$ cat src/rtl/combo_lock_gen.sv
// combo_lock_gen: parametrised alternating-direction combination lock.
// Define COMBO_LOCK_LOCKOUT_EN to build in the brute-force lockout.
module combo_lock_gen #(
    parameter int unsigned POS_W = 5,
    parameter int unsigned STEPS = 3,
    parameter int unsigned IDX_W = 2,
    parameter logic [POS_W*STEPS-1:0] CODE_INIT = 15'h3EAC
`ifdef COMBO_LOCK_LOCKOUT_EN
    ,
    parameter int unsigned MAX_FAIL = 3,
    parameter int unsigned LOCK_CYC = 16
`endif
) (
    input  logic             clock,
    input  logic             reset_n,
    input  logic             up,
    input  logic             down,
    input  logic             code_we,
    input  logic [IDX_W-1:0] code_idx,
    input  logic [POS_W-1:0] code_data,
    output logic             open,
    output logic [POS_W-1:0] position,
    output logic [IDX_W:0]   step,
    output logic             locked_out
);

    localparam logic [IDX_W:0] OPEN_ST = (IDX_W+1)'(STEPS);

    logic             cw;
    logic             ccw;
    logic             cw_q;
    logic             ccw_q;
    logic [POS_W-1:0] pos_q;
    logic [POS_W-1:0] pos_d;
    logic [IDX_W:0]   step_q;
    logic [IDX_W:0]   step_d;
    logic [IDX_W:0]   step_nxt;
    logic [POS_W-1:0] code_q [STEPS];
    logic [POS_W-1:0] cur_code;
    logic             is_open;
    logic             dir_ok;
    logic             dir_bad;
    logic             hit;
    logic             code_wr;
    logic             lock_st;
`ifdef COMBO_LOCK_LOCKOUT_EN
    logic             fail;
`endif

    // Decode the buttons; both or neither pressed is no move.
    always_comb begin
        cw  = 1'b0;
        ccw = 1'b0;
        unique case (1'b1)
            up & ~down: cw  = 1'b1;
            down & ~up: ccw = 1'b1;
            default: ;
        endcase
    end

    // Position wraps naturally modulo 2^POS_W.
    always_comb begin
        pos_d = pos_q;
        if (cw) begin
            pos_d = pos_q + POS_W'(1);
        end else if (ccw) begin
            pos_d = pos_q - POS_W'(1);
        end
    end

    // Position and latched move registers.
    always_ff @(posedge clock or negedge reset_n) begin
        if (!reset_n) begin
            pos_q <= '0;
            cw_q  <= 1'b0;
            ccw_q <= 1'b0;
        end else begin
            pos_q <= pos_d;
            cw_q  <= cw;
            ccw_q <= ccw;
        end
    end

    assign is_open = (step_q == OPEN_ST);
    assign code_wr = code_we && is_open && ({1'b0, code_idx} < OPEN_ST);

    // Combination register file, writable only while open.
    always_ff @(posedge clock or negedge reset_n) begin
        if (!reset_n) begin
            for (int i = 0; i < int'(STEPS); i++) begin
                code_q[i] <= CODE_INIT[i*POS_W +: POS_W];
            end
        end else if (code_wr) begin
            for (int i = 0; i < int'(STEPS); i++) begin
                if (code_idx == IDX_W'(i)) begin
                    code_q[i] <= code_data;
                end
            end
        end
    end

    // Select the code entry for the step currently being matched.
    always_comb begin
        cur_code = '0;
        for (int i = 0; i < int'(STEPS); i++) begin
            if (step_q == (IDX_W+1)'(i)) begin
                cur_code = code_q[i];
            end
        end
    end

    // Even steps want clockwise, odd steps counterclockwise.
    assign dir_ok  = step_q[0] ? ccw_q : cw_q;
    assign dir_bad = step_q[0] ? cw_q : ccw_q;
    assign hit     = (pos_q == cur_code);

    // Step FSM next state, built from registered position and move.
    always_comb begin
        step_nxt = step_q;
`ifdef COMBO_LOCK_LOCKOUT_EN
        fail = 1'b0;
`endif
        if (step_q == '0) begin
            if (cw_q && hit) begin
                step_nxt = (IDX_W+1)'(1);
            end
        end else if (step_q == OPEN_ST) begin
            if (cw_q || ccw_q) begin
                step_nxt = '0;
            end
        end else if (dir_bad) begin
            step_nxt = '0;
`ifdef COMBO_LOCK_LOCKOUT_EN
            fail = 1'b1;
`endif
        end else if (dir_ok && hit) begin
            step_nxt = step_q + (IDX_W+1)'(1);
        end
    end

`ifdef COMBO_LOCK_LOCKOUT_EN
    localparam int unsigned FAIL_W = $clog2(MAX_FAIL + 1);
    localparam int unsigned TMR_W  = $clog2(LOCK_CYC + 1);

    logic [FAIL_W-1:0] fcnt_q;
    logic [FAIL_W-1:0] fcnt_d;
    logic [TMR_W-1:0]  tmr_q;
    logic [TMR_W-1:0]  tmr_d;

    assign lock_st = (tmr_q != '0);

    // Count consecutive failures and run the lockout timer.
    always_comb begin
        fcnt_d = fcnt_q;
        tmr_d  = tmr_q;
        if (lock_st) begin
            tmr_d = tmr_q - TMR_W'(1);
            if (tmr_q == TMR_W'(1)) begin
                fcnt_d = '0;
            end
        end else if (step_nxt == OPEN_ST) begin
            fcnt_d = '0;
        end else if (fail) begin
            fcnt_d = fcnt_q + FAIL_W'(1);
            if (fcnt_q + FAIL_W'(1) == FAIL_W'(MAX_FAIL)) begin
                tmr_d = TMR_W'(LOCK_CYC);
            end
        end
    end

    // Fail counter and lockout timer registers.
    always_ff @(posedge clock or negedge reset_n) begin
        if (!reset_n) begin
            fcnt_q <= '0;
            tmr_q  <= '0;
        end else begin
            fcnt_q <= fcnt_d;
            tmr_q  <= tmr_d;
        end
    end

    // Lockout pins the step at zero.
    assign step_d = lock_st ? '0 : step_nxt;
`else
    assign lock_st = 1'b0;
    assign step_d  = step_nxt;
`endif

    // Step FSM state register.
    always_ff @(posedge clock or negedge reset_n) begin
        if (!reset_n) begin
            step_q <= '0;
        end else begin
            step_q <= step_d;
        end
    end

    // Drive outputs from state.
    always_comb begin
        open       = is_open;
        step       = step_q;
        position   = pos_q;
        locked_out = lock_st;
    end

endmodule

$ cat config.mk
export PLATFORM = sky130hd
export DESIGN_NAME = combo_lock_gen
export DESIGN_NICKNAME = d
export VERILOG_FILES = /design/src/rtl/combo_lock_gen.sv
export SDC_FILE = /design/constraint.sdc
export NUM_CORES = 1
export LEC_CHECK = 0
export CELL_PAD_IN_SITES_DETAIL_PLACEMENT = 1
export CELL_PAD_IN_SITES_GLOBAL_PLACEMENT = 1
export CORE_ASPECT_RATIO = 1.1
export CORE_UTILIZATION = 25
export CTS_CLUSTER_DIAMETER = 50
export DETAILED_ROUTE_END_ITERATION = 16
export PLACE_DENSITY = 0.62
export SLEW_MARGIN = 20
export SYNTH_ARGS = -nofsm -noshare
export SYNTH_HDL_FRONTEND = slang
export SYNTH_SLANG_ARGS = --single-unit
$ cat constraint.sdc
create_clock -name clock -period 2.6 [get_ports clock]
set_clock_uncertainty 0.05 [all_clocks]
set_input_delay 0.65 -clock clock [delete_from_list [all_inputs] [get_ports clock]]
set_output_delay 0.65 -clock clock [all_outputs]
set_load 0.05 [all_outputs]
==> results_dict.tcl <==
set metrics [dict create \
    status "finished, final reports clean" \
    drive_above_1_share 0.341 \
    leakage_uw 0.000830 \
    place_ws_ns -0.0854 \
    power.density_nw_per_um2 1330 \
    grt_remaining_overflow 0 \
    synthToLayoutAreaGrowth_pct 30.3 \
    async_reset_ff_frac 1.00 \
    die_w_um 76.4 \
    io_pins 22 \
    syn_area_um2 1520 \
    vias 1188 \
    yosys-top-cells-area "dfrtp_1 26%, dfstp_2 16%, mux2_2 13%" \
    synth_commonest_cells "17 x mux2_2, 16 x dfrtp_1, 10 x ha_1" \
    cp-end-kind "register" \
    final-max-slew-violation-count 0 \
    crit_type "reg2reg" \
    finalHoldViolCount 0 \
    cp_data_required_time_ns 2.75 \
    setup_viol 0 \
    totalWireLength_um 3740 \
    cp.arrival_ns 2.62 \
    placed_cells 245 \
    grt_max_degree 26 \
    cpMaxStageDelayCell "nor4_4" \
    synth_top_area_frac 0.263 \
    finalNonFillerCells 250 \
    final_net_count 197 \
    die-height_um 83.9 \
    r2r_slack_ns 0.13 \
    clk_transition_reported_paths_ns 0.09 \
    worst_slack_ns 0.125 \
    viasPerCell 4.75 \
    avgSynthCellArea_um2 11.0 \
    fmax_mhz 404 \
    worstHoldPathType "reg2reg" \
    grt_antenna_before_repair 0 \
    root_buffer "clkbuf_8" \
    yosysWarnings 0 \
    synthCells 138 \
    grt_pass1_vias 1254 \
    p_total_uw 2640 \
    htreeDepth 1 \
    synth_edf_count 0 \
    cts_tree "done" \
    hpwl_um 2780 \
    maxCapViolCount 0 \
    row_count 29 \
    start_kind "register" \
    start_util 0.262 \
    fin_crit_ns 2.47 \
    tightest_slew_ns 0.503 \
    dr.pass1.iters 4 \
    yosysTopAreaCell "dfrtp_1" \
    post_drt_wl_per_cell_um 14.9 \
    n_antenna_cell 0 \
    insertion_delay_ns 0.28 \
    cts_hold_buf 0 \
    drcViolationCount 0 \
    synth_most_common_cell "mux2_2" \
    ir_drop_mv 0.596 \
    synth_cell_types 37 \
    cts_sinks 25 \
    track_usage 0.123 \
    die-area_um2 6410 \
    period_share 0.952 \
    slew-limit-headroom 0.664 \
    path_cells "inv_1 > ha_1 > nor2b_2 > a221oi_2 > mux2_2 > nor4_4 > buf_4 > nand4_1 > o211ai_1" \
    fill_cells 686 \
    synth_nets 161 \
    gp_congestion 0.837 \
    drt_iter0_drc 39 \
    cp_top_family "simple AND/OR/NAND/NOR gates" \
    grt_pass1_wl_um 6220 \
    yosys_register_bits 25 \
    core_um2 5810 \
    port_buffers 20 \
    clock_path_buffers 2 \
    cts_buffers 3 \
    ys_seq_area_frac 0.418 \
    crit_fanout 4 \
    antenna_left 0 \
    max_stage_delay_ns 0.40 \
    synth_ff_type "dfrtp_1" \
    critPathBufInv 2 \
]
## timing repair
| item | in CTS | in global routing |
|---|---|---|
| hold endpoints to repair | 0 | 0 |
| setup endpoints to repair | 0 | 3 |
| setup buffers | 0 | 1 |
| resized for setup | 0 | 5 |
## placed cells by master, fill, tap and decap left out, types with 3 or more instances in the layout
| cell | count |
|---|---|
| clkdlybuf4s50_1 | 19 |
| mux2_2 | 17 |
| nor2_1 | 5 |
| a21oi_1 | 4 |
| nor3_1 | 3 |
| o21ai_0 | 7 |
| inv_1 | 9 |
| a221oi_2 | 4 |
| xor2_1 | 3 |
| dfrtp_1 | 14 |
| nand2_1 | 6 |
| nor2b_1 | 9 |
| clkbuf_8 | 3 |
| xnor2_1 | 3 |
| dfstp_2 | 9 |
| ha_1 | 8 |
| buf_4 | 16 |
| nand4_1 | 3 |
## final cells by class
cell class,instances,area (µm²),share of cell area
flip-flops and latches,25,639,0.322
multi-input cells,100,856,0.431
inverters,9,33.8,0.0170
well taps,77,96.3,0.0485
clock inverters,1,7.51,0.00378
repair buffers,35,310,0.156
clock buffers,3,41.3,0.0208
## flip-flops by register name, indices dropped and copies added, names as in the netlist
name / flops
code_q: 15
position: 5
step: 3
ccw_q: 1
cw_q: 1
## path summary, 6_finish.rpt
kind / from / cells past startpoint / endpoint
max: step[0] / 9 / step[1]
min: code_q[4] / 1 / code_q[4]
max reg2reg: step[0] / 9 / step[1]
min reg2reg: code_q[4] / 1 / code_q[4]
max in group asynchronous: reset_n / 2 / code_q[0]
min in group asynchronous: reset_n / 2 / step[1]
## report_power, final
group / internal [µW] / switching (µW) / leakage, µW / total (µW)
logic: 735 / 849 / 0.000520 / 1580
registers: 627 / 187 / 0.000288 / 814
clock network: 109 / 139 / 0.0000217 / 248
## routing by layer
metal | share of wire | GRT usage | up-vias | routed length, µm
met2 | 0.51 | 0.206 | 15 | 1920
met5 | 0 | 0 | - | 0
met3 | 0.018 | 0.0131 | 5 | 66
li1 | - | - | 564 | -
met1 | 0.45 | 0.158 | 604 | 1690
met4 | 0.019 | 0.0594 | 0 | 70
## through the flow
stage / utilization / instance area, µm² / hold WS (ns) / setup TNS [ns]
final: 0.342 / 1980 / 0.476 / 0
after detailed placement: 0.328 / 1900 / 0.449 / -0.0854
after floorplan: - / 1530 / 0.304 / 0
after global routing: 0.342 / 1980 / 0.509 / -0.0746
after global placement: 0.328 / 1900 / 0.445 / 0
after CTS: 0.336 / 1950 / 0.472 / 0
## worst reg2reg max path, delay by kind of cell (launching register included)
family / cells / cell delay (ns)
adders and majority gates: 1 / 0.22
muxes: 1 / 0.39
buffers and inverters: 2 / 0.27
and+or+nand+nor: 3 / 0.68
AOI/OAI and AO/OA: 2 / 0.38
DFF: 1 / 0.39
## logic make-up after synthesis
| logic type | after synthesis | share of synthesized area |
|---|---|---|
| simple gates | 39 | 0.158 |
| flops | 25 | 0.418 |
| compound gates | 24 | 0.111 |
| mux | 19 | 0.145 |
| buf+inv | 13 | 0.0353 |
| fa+ha+maj | 11 | 0.0953 |
| xor+xnor | 6 | 0.0345 |
| other cells | 1 | 0.00246 |
No activity file was read; power rests on OpenSTA's default activity.
